**src/rtl/ahb_flash_access_ctrl.sv**
```systemverilog
// ============================================================================
// Module   : ahb_flash_access_ctrl
// Purpose  : AHB-Lite read-only flash slave with wait states and a one-word line buffer
// Revision : 1.0 - initial release
// ============================================================================
`default_nettype none

module ahb_flash_access_ctrl #(
    parameter int AW = 16,
    parameter int WW = 4
) (
    input  logic          HCLK,
    input  logic          HRESET,
    input  logic          HSEL,
    input  logic          HREADY,
    input  logic [1:0]    HTRANS,
    input  logic          HWRITE,
    input  logic [AW+1:0] HADDR,
    output logic [31:0]   HRDATA,
    output logic          HREADYOUT,
    output logic          HRESP,
    input  logic [WW-1:0] cfg_wait,
    input  logic          flush,
    output logic          FLASH_CS,
    output logic [AW-1:0] FLASH_ADDR,
    input  logic [31:0]   FLASH_RDATA,
    output logic          buf_hit
);

    typedef enum logic [2:0] {
        IDLE = 3'd0,
        FILL = 3'd1,
        DONE = 3'd2,
        ERR1 = 3'd3,
        ERR2 = 3'd4
    } state_t;

    state_t        state;
    logic [WW-1:0] wait_cnt;
    logic [31:0]   buf_data;
    logic [AW-1:0] buf_tag;
    logic          buf_valid;
    logic          flush_pend;

    logic          accept;
    logic [AW-1:0] waddr;
    logic          lookup_hit;
    logic          unused_bits;

    assign accept      = HSEL & HREADY & HTRANS[1];
    assign waddr       = HADDR[AW+1:2];
    assign lookup_hit  = buf_valid && (buf_tag == waddr);
    assign unused_bits = ^{HTRANS[0], HADDR[1:0]};

    always_ff @(posedge HCLK) begin
        if (HRESET) begin
            state      <= IDLE;
            HREADYOUT  <= 1'b1;
            HRESP      <= 1'b0;
            HRDATA     <= '0;
            FLASH_CS   <= 1'b0;
            FLASH_ADDR <= '0;
            buf_hit    <= 1'b0;
            buf_valid  <= 1'b0;
            buf_tag    <= '0;
            buf_data   <= '0;
            wait_cnt   <= '0;
            flush_pend <= 1'b0;
        end else begin
            buf_hit <= 1'b0;
            case (state)
                FILL: begin
                    if (wait_cnt == '0) begin
                        // A flush seen at any point of the fill leaves the captured word invalid
                        buf_data  <= FLASH_RDATA;
                        buf_tag   <= FLASH_ADDR;
                        buf_valid <= ~(flush | flush_pend);
                        HRDATA    <= FLASH_RDATA;
                        HREADYOUT <= 1'b1;
                        FLASH_CS  <= 1'b0;
                        state     <= DONE;
                    end else begin
                        wait_cnt   <= wait_cnt - 1'b1;
                        flush_pend <= flush_pend | flush;
                    end
                end
                ERR1: begin
                    HREADYOUT <= 1'b1;
                    state     <= ERR2;
                    if (flush) buf_valid <= 1'b0;
                end
                default: begin
                    // IDLE, DONE and ERR2 are all completion-capable cycles
                    HREADYOUT <= 1'b1;
                    HRESP     <= 1'b0;
                    FLASH_CS  <= 1'b0;
                    state     <= IDLE;
                    if (flush) buf_valid <= 1'b0;
                    if (accept) begin
                        if (HWRITE) begin
                            state     <= ERR1;
                            HREADYOUT <= 1'b0;
                            HRESP     <= 1'b1;
                        end else if (lookup_hit) begin
                            HRDATA  <= buf_data;
                            buf_hit <= 1'b1;
                        end else begin
                            state      <= FILL;
                            HREADYOUT  <= 1'b0;
                            FLASH_CS   <= 1'b1;
                            FLASH_ADDR <= waddr;
                            wait_cnt   <= cfg_wait;
                            flush_pend <= 1'b0;
                        end
                    end
                end
            endcase
        end
    end

endmodule

`default_nettype wire

```
**config.mk**
```make
export PLATFORM = sky130hd
export DESIGN_NAME = ahb_flash_access_ctrl
export DESIGN_NICKNAME = d
export VERILOG_FILES = /design/src/rtl/ahb_flash_access_ctrl.sv
export SDC_FILE = /design/constraint.sdc
export NUM_CORES = 1
export LEC_CHECK = 0
export CAP_MARGIN = 10
export CORE_MARGIN = 4
export CORE_UTILIZATION = 50
export CTS_CLUSTER_SIZE = 40
export DETAILED_ROUTE_END_ITERATION = 8
export PLACE_DENSITY = 0.8
export SLEW_MARGIN = 10
export SYNTH_ARGS = -nofsm -noshare
export SYNTH_HDL_FRONTEND = slang
export SYNTH_SLANG_ARGS = --single-unit
```
**constraint.sdc**
```tcl
create_clock -name HCLK -period 2.3 [get_ports HCLK]
set_input_delay 0.575 -clock HCLK [delete_from_list [all_inputs] [get_ports HCLK]]
set_output_delay 0.575 -clock HCLK [all_outputs]
set_load 0.02 [all_outputs]
```
After elaboration in Yosys (flattened, before gate mapping):

Cells that the tools add are included.
Widths: inputs -> output; s select.

* add/sub/neg operators: 1
* multiplexer cells: 35
* bitwise logic cells: 9
* equality and inequality tests: 7
* reductions and logical operators: 13

Operator list (count)
* $mux 32: 4
* $pmux 32 s2: 1
* $mux 1: 18
* $eq 16x16->1: 1
* $mux 4: 4
* $reduce_and 5->1: 2
* $pmux 4 s2: 1
* $not 1->1: 6
* $pmux 1 s2: 3
* $pmux 3 s2: 1
* $reduce_and 2->1: 3
* $reduce_bool 2->1: 3
* $logic_not 4->1: 1
* $mux 2: 2
* $ne 2x1->1 const B: 2
* $ne 2x2->1 const B: 2
* $reduce_and 4->1: 1
* $reduce_or 4->1: 1
* $sub 4x1->4 const B: 1
* $eq 3x1->1 const B: 1
* $eq 3x2->1 const B: 1
* $mux 3: 1
* $and 1x1->1: 2
* $reduce_or 2->1: 1
* 2 further kinds: 2

* output and inout port bits: 52
* bits in registers: 109
* input port bits: 62

Depth between registers and ports, before layout:

Gate-level depths: netlist (run 1).

* word-level depth: 6
* gate-level depth with buffers: 9
* depth with buffers taken out: 7

Worst setup path before layout (run 1):

OpenSTA, ideal clock, no wires.

* kind: input -> register
* start: input HADDR[2]
* end: register HRDATA[0]
* setup time: 121 ps
* setup slack: 263 ps
* stages on the path: 7
* arrival time: 1915 ps
* required time: 2179 ps
* buffers on the path: 2
* cell sequence: xor2_1 nor4_2 and3_1 buf_4 a31oi_4 buf_6 mux2_4

* cells in the longest elaborated chain, start to end: 4

Ends and longest elaborated chain
* start, declared: line 18 `input logic [AW+1:0] HADDR,`
* $eq 16x16->1: line 52 `assign lookup_hit = buf_valid && (buf_tag == waddr);`
* $logic_and 1x1->1: line 52
* $reduce_bool 2->1 (no line)
* $reduce_and 5->1 (no line)
* end signal, assigned: line 105 `HRDATA <= buf_data;`
* end, declared: line 19 `output logic [31:0] HRDATA,`

No other way between the ends.
A chain may end at the register's enable or synchronous reset.

Worst setup path in the final report (run 1):

* start: input HADDR[12]
* end: register HRDATA[7]

Same word-level chain as after synthesis.

==> out/qor.csv, run 1 <==
stage,metric,value,unit
worst_setup_path,CP required,2.56,ns
synthesis,Netlist cell types,37,
synthesis,mean cell area of the mapped netlist,9.05,um^2
placement,Post-DP Area,6320,um^2
sta,fin crit period,2.25,ns
sta,Final Skew,0.0152,ns
global_route,met1 usage,24.8,%
power,Leak Pwr,2.37,nW
final_layout,"commonest cells after routing, fill and taps aside","dfxtp_1 (109), clkdlybuf4s50_1 (109), nand2_1 (102)",
route,first drt pass iteration count,4,
synthesis,post-synthesis sequential area ratio,43.3,%
synthesis,Mapped Area,5040,um^2
clock_tree,Root Driver,clkbuf_8,
final_layout,Inserted Diodes,0,
floorplan,I/O pin total,114,
floorplan,die area,11800,um^2
min_path,Hold WC Path Type,register to register,
clock_tree,Clock Sinks,109,
placement,GPL Wtd Cong,0.809,
synthesis,syn nets,620,
run,max_cap viols,0,
worst_setup_path,crit-path cells,"clkdlybuf4s50_1, xor2_1, nor4_2, and3_1, a31oi_4, buf_12, mux2_4",
floorplan,Die Y,108,um
route,via count,3976,
sta,slew margin rel.,63.7,%
worst_setup_path,crit path max fanout,24,
clock_tree,Worst-path clk slew,0.10,ns
global_route,met2 Use GR,32.7,%
global_route,first-pass GRT wire length,18.6,mm
global_route,GRT met3 Usage,5.49,%
synthesis,yosys warns,0,
final_layout,ratio of cells with drive above 1 in the final layout,11.6,%
sta,"Hold Vio Cnt, Final",0,
global_route,GRT overflow,0,
floorplan,# rows,36,
final_layout,post-layout util,66.5,%
route,remaining antenna violation count,0,
floorplan,Die Width,108,um
worst_setup_path,critical path class,primary input to register,
route,DRC Markers,0,
power,PwrDens,524,nW/um^2
placement,post-DP HPWL,7.78,mm
route,final WL,11.2,mm
final_layout,area delta synth->final,28.9,%
final_layout,Nets,720,
route,DR iter-0 viols,139,
final_layout,Post-Layout Cell Count,795,
sta,Slew @ Worst Pin,0.544,ns
clock_tree,# H-tree levels,3,
route,via/cell ratio,5.00,
power,Peak supply drop,281,uV
worst_setup_path,CP Data Arrival Time,2.51,ns
sta,RSZ-0062 raised after global routing,no,
floorplan,area of the core,9770,um^2
clock_tree,CTS tree,built,
synthesis,"FF+latch count, synth",109,
global_route,gr usage total,19.6,%
floorplan,Starting Density,51.6,%
sta,final setup fails,0,
global_route,number of global-route vias before repair,3972,
clock_tree,Post-CTS Hold Fix Bufs,0,
clock_tree,setup bufs post-CTS,0,
outcome,status,completed,
worst_setup_path,startpoint types,primary input,
clock_tree,Clock Path Buffers,2,
synthesis,Cells after Synth,557,
worst_setup_path,critical path's largest stage delay,0.45,ns
worst_setup_path,Critical Path Slowest Stage Cell,clkdlybuf4s50_1,
placement,Buffers on Ports,110,
clock_tree,"Clk Latency, worst-skew pair",0.37,ns
sta,fmax,445,MHz
global_route,initial antenna violation count,0,
clock_tree,post-CTS sizing,0,
global_route,GRT busiest layer,met2,
sta,final max-slew violation count,0,
final_layout,Final Cell Area,6500,um^2
worst_setup_path,CP endpoint kind,register,
placement,dpl cells,779,
clock_tree,CTS Buf Count,9,
global_route,largest net degree at the start of global routing,69,
route,Routed WL per cell,14.1,um
sta,Final period util,97.6,%
power breakdown:
| part | switching, mW | total, mW | leakage (nW) | internal (mW) |
|---|---|---|---|---|
| registers | 0.0173 | 1.93 | 0.880 | 1.92 |
| clock network | 0.672 | 1.08 | 0.0919 | 0.408 |
| logic | 0.188 | 0.393 | 1.40 | 0.206 |
stage by stage:
stage | hold WS, ns | TNS [ns] | worst slack (ns) | power, mW
2_1_floorplan | 0.436 | 0 | 0.263 | 2.18
3_3_place_gp | 0.440 | -13.62 | -0.313 | 2.36
3_5_place_dp | 0.446 | -15.48 | -0.351 | 2.37
4_1_cts | 0.461 | 0 | 0.0574 | 3.44
5_1_grt | 0.479 | 0 | 0.0133 | 3.56
6_report | 0.459 | 0 | 0.0542 | 3.41
critical path: cells and delay by family:
kind / cells / cell delay, ns
AND/OR/NAND/NOR: 2 / 0.66
AO/OA/AOI/OAI: 1 / 0.12
buffers and inverters: 2 / 0.65
XOR/XNOR: 1 / 0.19
multiplexers: 1 / 0.30
cells in the mapped netlist, drive strengths merged:
cell type	n	area share, %
a211o	2	0.35
a211oi	1	0.15
a21o	1	0.15
a21oi	58	6.0
a31o	1	0.17
a31oi	1	0.42
and2	1	0.12
and3	1	0.12
buf	14	1.8
clkbuf	26	1.9
dfxtp	109	43
ha	1	0.25
inv	4	0.30
mux2	32	9.4
mux2i	50	9.9
nand2	103	7.7
nand2b	36	4.5
nand3	2	0.20
nand3b	1	0.15
nand4	1	0.12
nor2	39	2.9
nor2b	33	4.1
nor3	10	0.99
nor3b	2	0.40
nor4	2	0.50
o21ai	3	0.30
o221ai	1	0.17
o2bb2ai	2	0.35
or3	3	0.37
xnor2	6	1.0
xor2	11	1.9
flip-flops by register name (all words and copies together) (netlist names):
register and count:
wait_cnt 4, HRESP 1, state 3, FLASH_ADDR 16, buf_hit 1, flush_pend 1, buf_valid 1, HRDATA 32
HREADYOUT 1, buf_data 32, buf_tag 16, FLASH_CS 1
layout make-up:
class                           count  area (um^2)
Clock buffer                        9          124
Clock inverter                      7         55.1
Tap cell                          133          166
Inverter                            4         15.0
Sequential cell                   109         2180
Timing Repair Buffer              129         1290
Multi-Input combinational cell    404         2660
Fill cell                         780         3280
logic make-up (layout without fill, tap and decap cells):
| group | Yosys count | in the layout | share of synthesized area (%) |
|---|---|---|---|
| and+or+nand+nor | 234 | 234 | 22.1 |
| DFF | 109 | 109 | 43.3 |
| muxes | 82 | 82 | 19.3 |
| AOI/OAI and AO/OA | 70 | 70 | 8.04 |
| buffers and inverters | 44 | 149 | 4.05 |
| xor gates and xnor gates | 17 | 17 | 2.95 |
| adders and majority gates | 1 | 1 | 0.248 |
worst paths after layout:
kind	start	end	slack [ns]	depth (start not counted)
min	buf_data[17]$_SDFFE_PP0P_	buf_data[17]$_SDFFE_PP0P_	0.46	2
max reg2reg	wait_cnt[0]$_SDFFE_PP0P_	HRDATA[15]$_SDFFE_PP0P_	0.14	9
min reg2reg	buf_data[17]$_SDFFE_PP0P_	buf_data[17]$_SDFFE_PP0P_	0.46	2
max	HADDR[12]	HRDATA[7]$_SDFFE_PP0P_	0.05	7
layer usage:
layer | vias up | wire length, um
met5 | - | 0
met4 | 0 | 93
met2 | 89 | 5290
met1 | 1849 | 5030
li1 | 2032 | -
met3 | 6 | 762
(Power assumes the default switching activity.)
==> run 2: changes to the inputs <==
CAP_MARGIN = 20   (was 10)
CORE_UTILIZATION = 46   (was 50)
PLACE_DENSITY = 0.77   (was 0.8)
clock period = 1.8 ns   (was 2.3 ns; I/O delays follow)
==> out/qor.csv, run 2 (synthesis results as in run 1) <==
stage,metric,value,unit
placement,Post-DP Area,6440,um^2
sta,final setup fails,26,
route,via/cell ratio,5.11,
sta,final max-slew violation count,0,
power,Power Internal,3.27,mW
outcome,failing checks,setup timing,
sta,RSZ-0062 raised after global routing,yes,
sta,fin crit period,1.90,ns
final_layout,Nets,739,
sta,Final period util,105,%
placement,dpl cells,792,
worst_setup_path,CP Data Arrival Time,2.17,ns
global_route,GRT overflow,0,
final_layout,Post-Layout Cell Count,817,
global_route,GRT busiest layer,met2,
global_route,initial antenna violation count,0,
outcome,status,finished with violations,
worst_setup_path,startpoint types,primary input,
global_route,first-pass GRT wire length,20.3,mm
floorplan,Die Width,113,um
clock_tree,Worst-path clk slew,0.11,ns
final_layout,multi-input logic area,2780,um^2
clock_tree,Clock Sinks,109,
route,final WL,12.4,mm
final_layout,Inserted Diodes,0,
final_layout,Final Cell Area,6870,um^2
worst_setup_path,CP required,2.08,ns
global_route,met1 usage,23.9,%
clock_tree,Post-CTS Hold Fix Bufs,0,
sta,"Hold Vio Cnt, Final",0,
global_route,met2 Use GR,33.9,%
min_path,Hold WC Path Type,primary input to register,
placement,post-DP HPWL,8.28,mm
power,Sequential Power Share,55.7,%
sta,slew margin rel.,74.4,%
clock_tree,CTS tree,built,
final_layout,"most common cell after layout, fill and taps aside",dfxtp_1,
placement,GPL Wtd Cong,0.798,
global_route,gr usage total,19.6,%
sta,Final Skew,0.0164,ns
final_layout,register area,2190,um^2
global_route,number of global-route vias before repair,4292,
route,DRC Markers,0,
floorplan,# rows,37,
global_route,GRT met3 Usage,5.77,%
power,Switching Fraction,26.3,%
power,Peak supply drop,476,uV
floorplan,I/O pin total,114,
clock_tree,CTS Buf Count,9,
worst_setup_path,critical path class,primary input to register,
clock_tree,# H-tree levels,3,
final_layout,Fillers,863,
floorplan,Die Y,113,um
placement,Buffers on Ports,110,
power,Clk network pwr share,31.6,%
power,PwrDens,646,nW/um^2
sta,setup slack after layout,-0.0951,ns
worst_setup_path,crit path max fanout,7,
power,Leak Pwr,3.01,nW
clock_tree,Root Driver,clkbuf_8,
sta,fmax,528,MHz
power,P_sw,1.17,mW
route,remaining antenna violation count,0,
final_layout,ratio of cells with drive above 1 in the final layout,17.0,%
route,first drt pass iteration count,5,
floorplan,area of the core,10500,um^2
run,max_cap viols,0,
route,via count,4174,
power,logic gate share of total power,12.8,%
worst_setup_path,CP endpoint kind,register,
clock_tree,"Clk Latency, worst-skew pair",0.38,ns
final_layout,area delta synth->final,36.2,%
sta,Slew @ Worst Pin,0.384,ns
route,Routed WL per cell,15.2,um
route,DR iter-0 viols,208,
floorplan,Starting Density,48.0,%
clock_tree,Clock Path Buffers,2,
final_layout,"commonest cells after routing, fill and taps aside","dfxtp_1 (104), nand2_1 (102), a21oi_1 (56)",
global_route,largest net degree at the start of global routing,49,
final_layout,Top Registers,"HRDATA (32), buf_data (32)",
floorplan,die area,12700,um^2
run 2: per-layer routing:
metal  up-vias  part of all wire, %
li1       2072                    -
met4         0                  1.3
met3        10                  6.0
met5         -                    0
met1      1980                   43
met2       112                   50
run 2: power by group through the flow:
| stage | sequential (mW) | combinational (mW) | clock, mW |
|---|---|---|---|
| final | 2.47 | 0.566 | 1.40 |
| after global routing | 2.48 | 0.610 | 1.54 |
| after CTS | 2.47 | 0.564 | 1.45 |
| after detailed placement | 2.52 | 0.530 | 0 |
| after global placement | 2.52 | 0.519 | 0 |
| after floorplan | 2.54 | 0.249 | 0 |
run 2: worst paths after layout:
path / startpoint / end / slack [ns] / depth (start not counted)
setup / recovery: HADDR[2] / HRDATA[19]$_SDFFE_PP0P_ / -0.1 / 8
hold reg to reg: buf_data[30]$_SDFFE_PP0P_ / buf_data[30]$_SDFFE_PP0P_ / 0.46 / 2
hold / removal: HRESET / buf_data[3]$_SDFFE_PP0P_ / 0.43 / 2
setup reg to reg: wait_cnt[1]$_SDFFE_PP0P_ / HRDATA[19]$_SDFFE_PP0P_ / -0.09 / 9
run 2: cell type report:
cell class                      instances  area share [%]
Multi-Input combinational cell        404            40.5
Sequential cell                       109            31.9
Timing Repair Buffer                  148            22.3
Tap cell                              136            2.48
Clock buffer                           10            1.86
Clock inverter                          6           0.784
Inverter                                4           0.219
run 2: what timing repair did:
action,in CTS,in global routing
resized for setup,83,27
hold endpoints to repair,0,0
pin swaps,17,3
cloned,3,0
buffers inserted,8,0
setup endpoints to repair,135,77
run 2: metrics by stage:
step	hold WS [ns]	setup slack (ns)	power, mW	util, %	TNS (ns)
after detailed placement	0.446	-0.636	3.05	61.3	-34.80
after global routing	0.427	-0.186	4.63	65.3	-5.00
after floorplan	0.436	-0.0915	2.78	-	-2.74
after global placement	0.440	-0.601	3.04	61.3	-31.42
final	0.431	-0.0951	4.44	65.3	-2.19
after CTS	0.412	-0.110	4.48	64.8	-3.17
run 2: worst max-delay path, cell delays in order:
cell and delay, ns:
clkdlybuf4s15_1 0.23, xor2_2 0.22, nor4_2 0.29, and3_4 0.26, a31oi_4 0.12, buf_6 0.17, buf_16 0.14, mux2_4 0.29
==> run 3: changes to the inputs <==
SLEW_MARGIN = 20   (was 10)
==> results of run 3 <==
Final layout, timing and power as in run 2 (identical DEF).
